File: config.mk
export PLATFORM = sky130hd
export DESIGN_NAME = ls_sequencer
export DESIGN_NICKNAME = d
export VERILOG_FILES = /design/src/rtl/ls_sequencer_pkg.sv /design/src/rtl/ls_sequencer_decoder.sv /design/src/rtl/ls_sequencer.sv
export SDC_FILE = /design/constraint.sdc
export NUM_CORES = 1
export LEC_CHECK = 0
export CAP_MARGIN = 20
export CORE_UTILIZATION = 38
export DETAILED_ROUTE_END_ITERATION = 10
export PLACE_DENSITY = 0.85
export SYNTH_ARGS = -nofsm -noshare
export SYNTH_HDL_FRONTEND = slang
export SYNTH_SLANG_ARGS = --single-unit
export TNS_END_PERCENT = 5
File: constraint.sdc
create_clock -name clk -period 6.85 [get_ports clk]
set_clock_uncertainty 0.05 [all_clocks]
set_input_delay 2.055 -clock clk [delete_from_list [all_inputs] [get_ports clk]]
set_output_delay 2.055 -clock clk [all_outputs]
set_load 0.02 [all_outputs]
File: src/rtl/ls_sequencer_pkg.sv
// rtl/ls_sequencer_pkg.sv - opcodes, halt word, FSM encoding and offset sign-extension
package ls_sequencer_pkg;

  localparam logic [10:0] OP_LDUR   = 11'h7C2;
  localparam logic [10:0] OP_STUR   = 11'h7C0;
  localparam logic [31:0] HALT_WORD = 32'h0000_0000;

  typedef enum logic [1:0] {
    S_IDLE  = 2'd0,
    S_FETCH = 2'd1,
    S_EXEC  = 2'd2,
    S_DONE  = 2'd3
  } state_t;

  function automatic logic [63:0] sext_dt(input logic [8:0] dt);
    return {{55{dt[8]}}, dt};
  endfunction

endpackage

File: src/rtl/ls_sequencer_decoder.sv
// rtl/ls_sequencer_decoder.sv - combinational LEGv8 D-format LDUR/STUR decoder
module ls_sequencer_decoder
  import ls_sequencer_pkg::*;
(
  input  logic [31:0] word,
  output logic        is_ldur,
  output logic        is_stur,
  output logic        is_halt,
  output logic        is_illegal,
  output logic [4:0]  rn,
  output logic [4:0]  rt,
  output logic [63:0] din64
);

  // op2 field [11:10] carries no meaning for LDUR/STUR
  logic unused_op2;
  assign unused_op2 = ^word[11:10];

  assign is_ldur    = (word[31:21] == OP_LDUR);
  assign is_stur    = (word[31:21] == OP_STUR);
  assign is_halt    = (word == HALT_WORD);
  assign is_illegal = !(is_ldur || is_stur || is_halt);
  assign rn         = word[9:5];
  assign rt         = word[4:0];
  assign din64      = sext_dt(word[20:12]);

endmodule

File: src/rtl/ls_sequencer.sv
// rtl/ls_sequencer.sv - fetch/decode FSM issuing one rf load/store command per instruction
module ls_sequencer
  import ls_sequencer_pkg::*;
#(
  parameter int IMEM_AW = 8,
  parameter int CNT_W   = 16
) (
  input  logic               clk,
  input  logic               rst_n,
  input  logic               start,
  input  logic               abort,
  output logic [IMEM_AW-1:0] imem_addr,
  input  logic [31:0]        imem_rdata,
  output logic               rf_enable,
  output logic               rf_load_store,
  output logic [4:0]         rf_a,
  output logic [4:0]         rf_b,
  output logic [4:0]         rf_w,
  output logic [63:0]        rf_din,
  output logic               busy,
  output logic               done,
  output logic               err,
  output logic [CNT_W-1:0]   instr_count
);

  state_t             state, state_nx;
  logic [IMEM_AW-1:0] pc;
  logic               is_ldur, is_stur, is_halt, is_illegal;
  logic [4:0]         rn, rt;
  logic [63:0]        din64;
  logic               in_exec, issue;

  ls_sequencer_decoder u_dec (
    .word       (imem_rdata),
    .is_ldur    (is_ldur),
    .is_stur    (is_stur),
    .is_halt    (is_halt),
    .is_illegal (is_illegal),
    .rn         (rn),
    .rt         (rt),
    .din64      (din64)
  );

  // abort on an EXEC cycle suppresses the command issued in that same cycle
  assign in_exec = (state == S_EXEC);
  assign issue   = in_exec && !abort && (is_ldur || is_stur);

  always_ff @(posedge clk) begin
    if (!rst_n) begin
      state       <= S_IDLE;
      pc          <= '0;
      err         <= 1'b0;
      instr_count <= '0;
    end else begin
      state <= state_nx;
      if (state == S_IDLE && start) begin
        pc          <= '0;
        err         <= 1'b0;
        instr_count <= '0;
      end
      if (in_exec && !abort && is_illegal) err <= 1'b1;
      if (issue) begin
        if (instr_count != '1) instr_count <= instr_count + CNT_W'(1);
        if (pc != '1) pc <= pc + IMEM_AW'(1);
      end
    end
  end

  always_comb begin
    state_nx      = state;
    rf_enable     = 1'b0;
    rf_load_store = 1'b0;
    rf_a          = '0;
    rf_b          = '0;
    rf_w          = '0;
    rf_din        = '0;
    case (state)
      S_IDLE:  if (start) state_nx = S_FETCH;
      S_FETCH: state_nx = abort ? S_DONE : S_EXEC;
      S_EXEC: begin
        if (abort) begin
          state_nx = S_DONE;
        end else if (issue) begin
          rf_enable     = 1'b1;
          rf_load_store = is_ldur;
          rf_a          = is_stur ? rt : 5'd0;
          rf_w          = is_ldur ? rt : 5'd0;
          rf_b          = rn;
          rf_din        = din64;
          // the last word of the address space ends the run rather than wrapping
          state_nx      = (pc == '1) ? S_DONE : S_FETCH;
        end else if (is_halt || is_illegal) begin
          state_nx = S_DONE;
        end
      end
      S_DONE:  state_nx = S_IDLE;
      default: state_nx = S_IDLE;
    endcase
  end

  assign imem_addr = pc;
  assign busy      = (state == S_FETCH) || (state == S_EXEC);
  assign done      = (state == S_DONE);

endmodule

* After elaboration in Yosys (flattened, before gate mapping)
Cells that the tools add are included.
** Storage, ports and cells
- Register bits after elaboration :: 27
- Bits of input ports :: 36
- Output and inout port bits :: 108
- Word-level logic and storage cells :: 65
** Operators by class
- $add $sub $neg :: 2
- Eq/ne operators :: 10
- Mux-type cells :: 35
- Reductions and logical operators :: 14
** Operators by type and width (number)
- $mux W64 :: 3
- $mux W5 :: 11
- $mux W16 :: 3
- $logic_not A32 Y1 :: 1
- $mux W8 :: 3
- $eq A11 B11 Y1 const B :: 2
- $add A16 B1 Y16 const B :: 1
- $ne A16 B16 Y1 const B :: 1
- $mux W2 :: 5
- $mux W1 :: 9
- $add A8 B1 Y8 const B :: 1
- $eq A8 B8 Y1 const B :: 1
- $ne A8 B8 Y1 const B :: 1
- $pmux W2 S4 :: 1
- $eq A2 B2 Y1 const B :: 2
- $logic_and A1 B1 Y1 :: 4
- $logic_or A1 B1 Y1 :: 4
- $ne A4 B2 Y1 const B :: 1
- $eq A2 B1 Y1 const B :: 1
- $logic_not A1 Y1 :: 2
- $logic_not A2 Y1 :: 1
- $ne A2 B2 Y1 const B :: 1
- $reduce_and A2 Y1 :: 1
- $reduce_bool A2 Y1 :: 1

* Logic depth before layout (Yosys ltp)
Gate-level depths: netlist of run 1.
- Word-level depth :: 9
- Gate-level depth with buffers :: 9

* Modules after synthesis
Synthesis of run 1 repeated with hierarchy kept, for this count alone.
** Second synthesis, totals
- Cells, all modules :: 372
- Area, all modules :: 2733.9 sq um
** Modules (own cells, without submodules)
- ls_sequencer :: times used 1, cells each 279, area each 2065.7 sq um, seq. area each 540.5 sq um
- ls_sequencer_decoder :: times used 1, cells each 93, area each 668.1 sq um, seq. area each 0.0 sq um

* Worst setup path before layout of run 1
No wires, ideal clock.
- Path type :: input port to output port
- Start :: in imem_rdata[21]
- End :: out rf_din[10]
- Arrival time :: 4.405 ns
- Required time :: 4.745 ns
- Slack :: 0.340 ns
- Stages :: 4
- Path buffers :: 1
- Cell sequence :: or4_4 -> nor4_4 -> and3_1 -> buf_4
** Between the ends
- Word-level cells in the longest chain between the ends :: 6
- Elaborated cells between the ends (all ways) :: 7
- Those cells by class :: 2 x eq/ne; 3 x mux; 2 x reduce/logical
** Ends and longest elaborated chain
- from (decl) :: RTL line ls_sequencer.sv:13 : input logic [31:0] imem_rdata,
- $eq A11 B11 Y1, on equally long branches :: RTL line ls_sequencer_decoder.sv:19, ls_sequencer_decoder.sv:20
- $logic_or A1 B1 Y1 (*) :: RTL line ls_sequencer.sv:46 : assign issue = in_exec && !abort && (is_ldur || is_stur);
- $logic_and A1 B1 Y1 (*) :: RTL line ls_sequencer.sv:46
- $mux W64 (*) :: RTL line ls_sequencer.sv:83 : end else if (issue) begin
- $mux W64 (*) :: RTL line ls_sequencer.sv:81 : if (abort) begin
- $mux W64 (*) :: RTL line ls_sequencer.sv:77 : case (state)
- to (decl) :: RTL line ls_sequencer.sv:19 : output logic [63:0] rf_din,
Mark *: on every way between the ends. The rest lies on a longest branch, timed or not.

* Worst setup path after layout of run 1
- Start :: in imem_rdata[21]
- End :: out rf_din[28]
Same word-level chain as after synthesis.

==> impl_metrics.ini, run 1 <==
[outcome]
status = finished clean

[power_and_ir_drop]
p_clk_share_pct = 24.7
switching_power_uw = 121
cellPowerDensity_nw_per_um2 = 109
p_sw_share_pct = 32.2
internal_power_uw = 255
ir_drop_mv = 0.177
pwr-share-comb_pct = 30.2
cellLeakagePower_uw = 0.00130
power_frac_seq_pct = 45.2

[routing]
dr_total_vias = 2384
wl_per_cell_um = 14.6
drt_wl_total_mm = 6.64
post-route-drc-count = 0
drt_iter0_markers = 199
viasPerCell = 5.25
first_pass_iters = 5
final_antenna_net_count = 0

[grt]
antenna_found_initial = 0
grt_util_all_layers_pct = 20.5
grt_pass1_wl_mm = 10.5
grt-ovfl-total = 0
grt_max_degree = 57
grt_pass1_vias = 2105

[sta]
max_freq_mhz = 151
period_needed_ns = 6.62
rsz0062_at_grt = no
worst_pin_slew_ns = 0.843
timing.final.crit_share_pct = 96.6
finalSetupTns_ns = 0
setup_viol = 0
max_slew_margin_pct = 43.7
drv_slew = 0
hold_viol = 0

[layout]
fill_cells = 506
layout-drive-gt1-share_pct = 5.54
antenna_cells = 0
final_common_cell = clkdlybuf4s50_1
syn_to_final_growth_pct = 47.6
num-nets-final = 423
final_cell_area_um2 = 3450
final_cell_mix = clkdlybuf4s50_1, nand2_1, dfxtp_1, and3_1

[clock_network]
cts_tree = yes
worstSkewPairLatency_ns = 0.28
clock_sinks = 27
cts_max_path_buffers = 2
cts_hold_buffers = 0
cts_buffers = 3
post_cts_resized = 0
cts-root-buf = clkbuf_8
htree_levels = 1
clkTransAtPathRegs_ns = 0.09
post_cts_buffers = 0

[place]
place_congestion = 0.915
dpl_cell_area_um2 = 3400
dp_hpwl_mm = 5.13
port_buffers = 143

[setup_path]
critPathArrivalTime_ns = 4.51
critPathMaxFanout = 56
critPathRequiredTime_ns = 4.74
crit_slowest_cell = clkdlybuf4s50_1
cp-end-kind = primary output
criticalPathCategory = primary input to primary output
slowest_delay_ns = 0.65
crit_top_cell = clkdlybuf4s50_1
crit_chain = clkdlybuf4s50_1 -> or4_4 -> nor4_4 -> buf_4 -> and3_1 -> buf_12 -> clkdlybuf4s50_1
cp-start-kind = primary input

[synthesis]
synthesis.nets = 342
yosysSeqAreaShare_pct = 23.1
synth-edff-count = 0
synth.area.top_cells = dfxtp_1, buf_4, and3_1, nand2_1, and2_1
synthDistinctLibCells = 49
ys_ff_latch = 27
yosysWarningCount = 0
synth_top_area_cell = dfxtp_1
ys.flop_type = dfxtp_1
avgSynthCellArea_um2 = 7.82
synth_top_area_share_pct = 23.1
synth_area_um2 = 2340
syn_inst = 299
async_flop_share_pct = 0

[floorplanning]
rows = 28
dieArea_um2 = 6470
io_pins = 144
die_h_um = 80.4
core_um2 = 5920
die_w_um = 80.4
start_util_pct = 39.5

[job]
drv_cap = 0

[min_path]
hold_class = register to register
-- synthesized netlist by cell type, types with 3 or more instances --
master	instances
a21oi_1	9
buf_4	57
nor3_1	7
nand4_1	5
and3_1	23
or4_1	3
xnor2_1	3
nor4_1	9
ha_1	7
clkbuf_1	9
and2_1	14
nand3_1	11
a31oi_1	3
nor2_1	12
a211o_1	4
o21a_1	3
nor3b_1	6
dfxtp_1	27
o31ai_1	4
o21ai_0	14
inv_1	4
nand2_1	27
-- worst max-delay path, delay by kind of cell --
| kind | cells | cell delay, ns |
|---|---|---|
| buf+inv | 4 | 1.48 |
| simple gates | 3 | 0.96 |
-- area by class of cell --
| cell class | instances | area (µm²) | share of cell area [%] |
|---|---|---|---|
| clock buffers | 3 | 41.3 | 1.20 |
| clock inverters | 1 | 5.00 | 0.145 |
| inverters | 4 | 15.0 | 0.435 |
| multi-input cells | 198 | 1290 | 37.3 |
| flip-flops and latches | 27 | 541 | 15.7 |
| well taps | 75 | 93.8 | 2.72 |
| repair buffers | 146 | 1470 | 42.5 |
-- logic make-up after synthesis --
logic type / share of synthesized area (%)
buffers and inverters: 21.8
XOR/XNOR: 1.87
adder cells (fa/ha/maj): 3.75
AND/OR/NAND/NOR: 35.4
flip-flops: 23.1
multiplexers: 0.428
AO/OA/AOI/OAI: 13.6
-- metal layers --
layer  GRT usage [%]  up-vias  part of all wire [%]
li1                -     1174                     -
met5               0        -                     0
met2            35.7      117                    50
met4            2.50        0                  0.54
met3            3.98        6                   6.9
met1            26.6     1087                    43
-- power by group through the flow --
stage          Sequential [µW]  Combinational, µW  Clock, µW
5_1_grt                    171                127        103
3_3_place_gp               173                109          0
2_1_floorplan              173               67.7          0
6_report                   170                114       92.7
4_1_cts                    170                114       95.0
3_5_place_dp               173                113          0
-- stage by stage --
stage / cells / power [µW] / setup WS [ns] / util, % / hold slack, ns
finish: 454 / 376 / 0.232 / 58.3 / 0.443
global route: 454 / 402 / 0.0921 / 58.3 / 0.465
detailed placement: 450 / 286 / 0.205 / 57.5 / 0.413
global placement: 450 / 282 / 0.264 / 57.5 / 0.410
floorplan: 299 / 240 / 0.340 / - / 0.426
CTS: 454 / 379 / 0.205 / 58.3 / 0.438
-- registers in the layout (all words and copies together), names as in the netlist --
name	count
instr_count	16
imem_addr	8
state	2
err	1
-- path summary, 6_finish.rpt --
| check | to | startpoint | cells after the start | slack, ns |
|---|---|---|---|---|
| max | rf_din[28] | imem_rdata[21] | 7 | 0.23 |
| max reg2reg | instr_count[8] | instr_count[0] | 6 | 4.20 |
| min | err | err | 2 | 0.44 |
| min reg2reg | err | err | 2 | 0.44 |
Note: power is estimated with default switching activity, not from simulation.
==> run 2, diff against run 1 <==
--- a/config.mk
+++ b/config.mk
@@ -9,6 +9,7 @@
 export CORE_UTILIZATION = 38
 export DETAILED_ROUTE_END_ITERATION = 10
 export PLACE_DENSITY = 0.85
+export SLEW_MARGIN = 20
 export SYNTH_ARGS = -nofsm -noshare
 export SYNTH_HDL_FRONTEND = slang
 export SYNTH_SLANG_ARGS = --single-unit
==> results of run 2 <==
No change in the layout: final DEF, timing and power equal those of run 1.
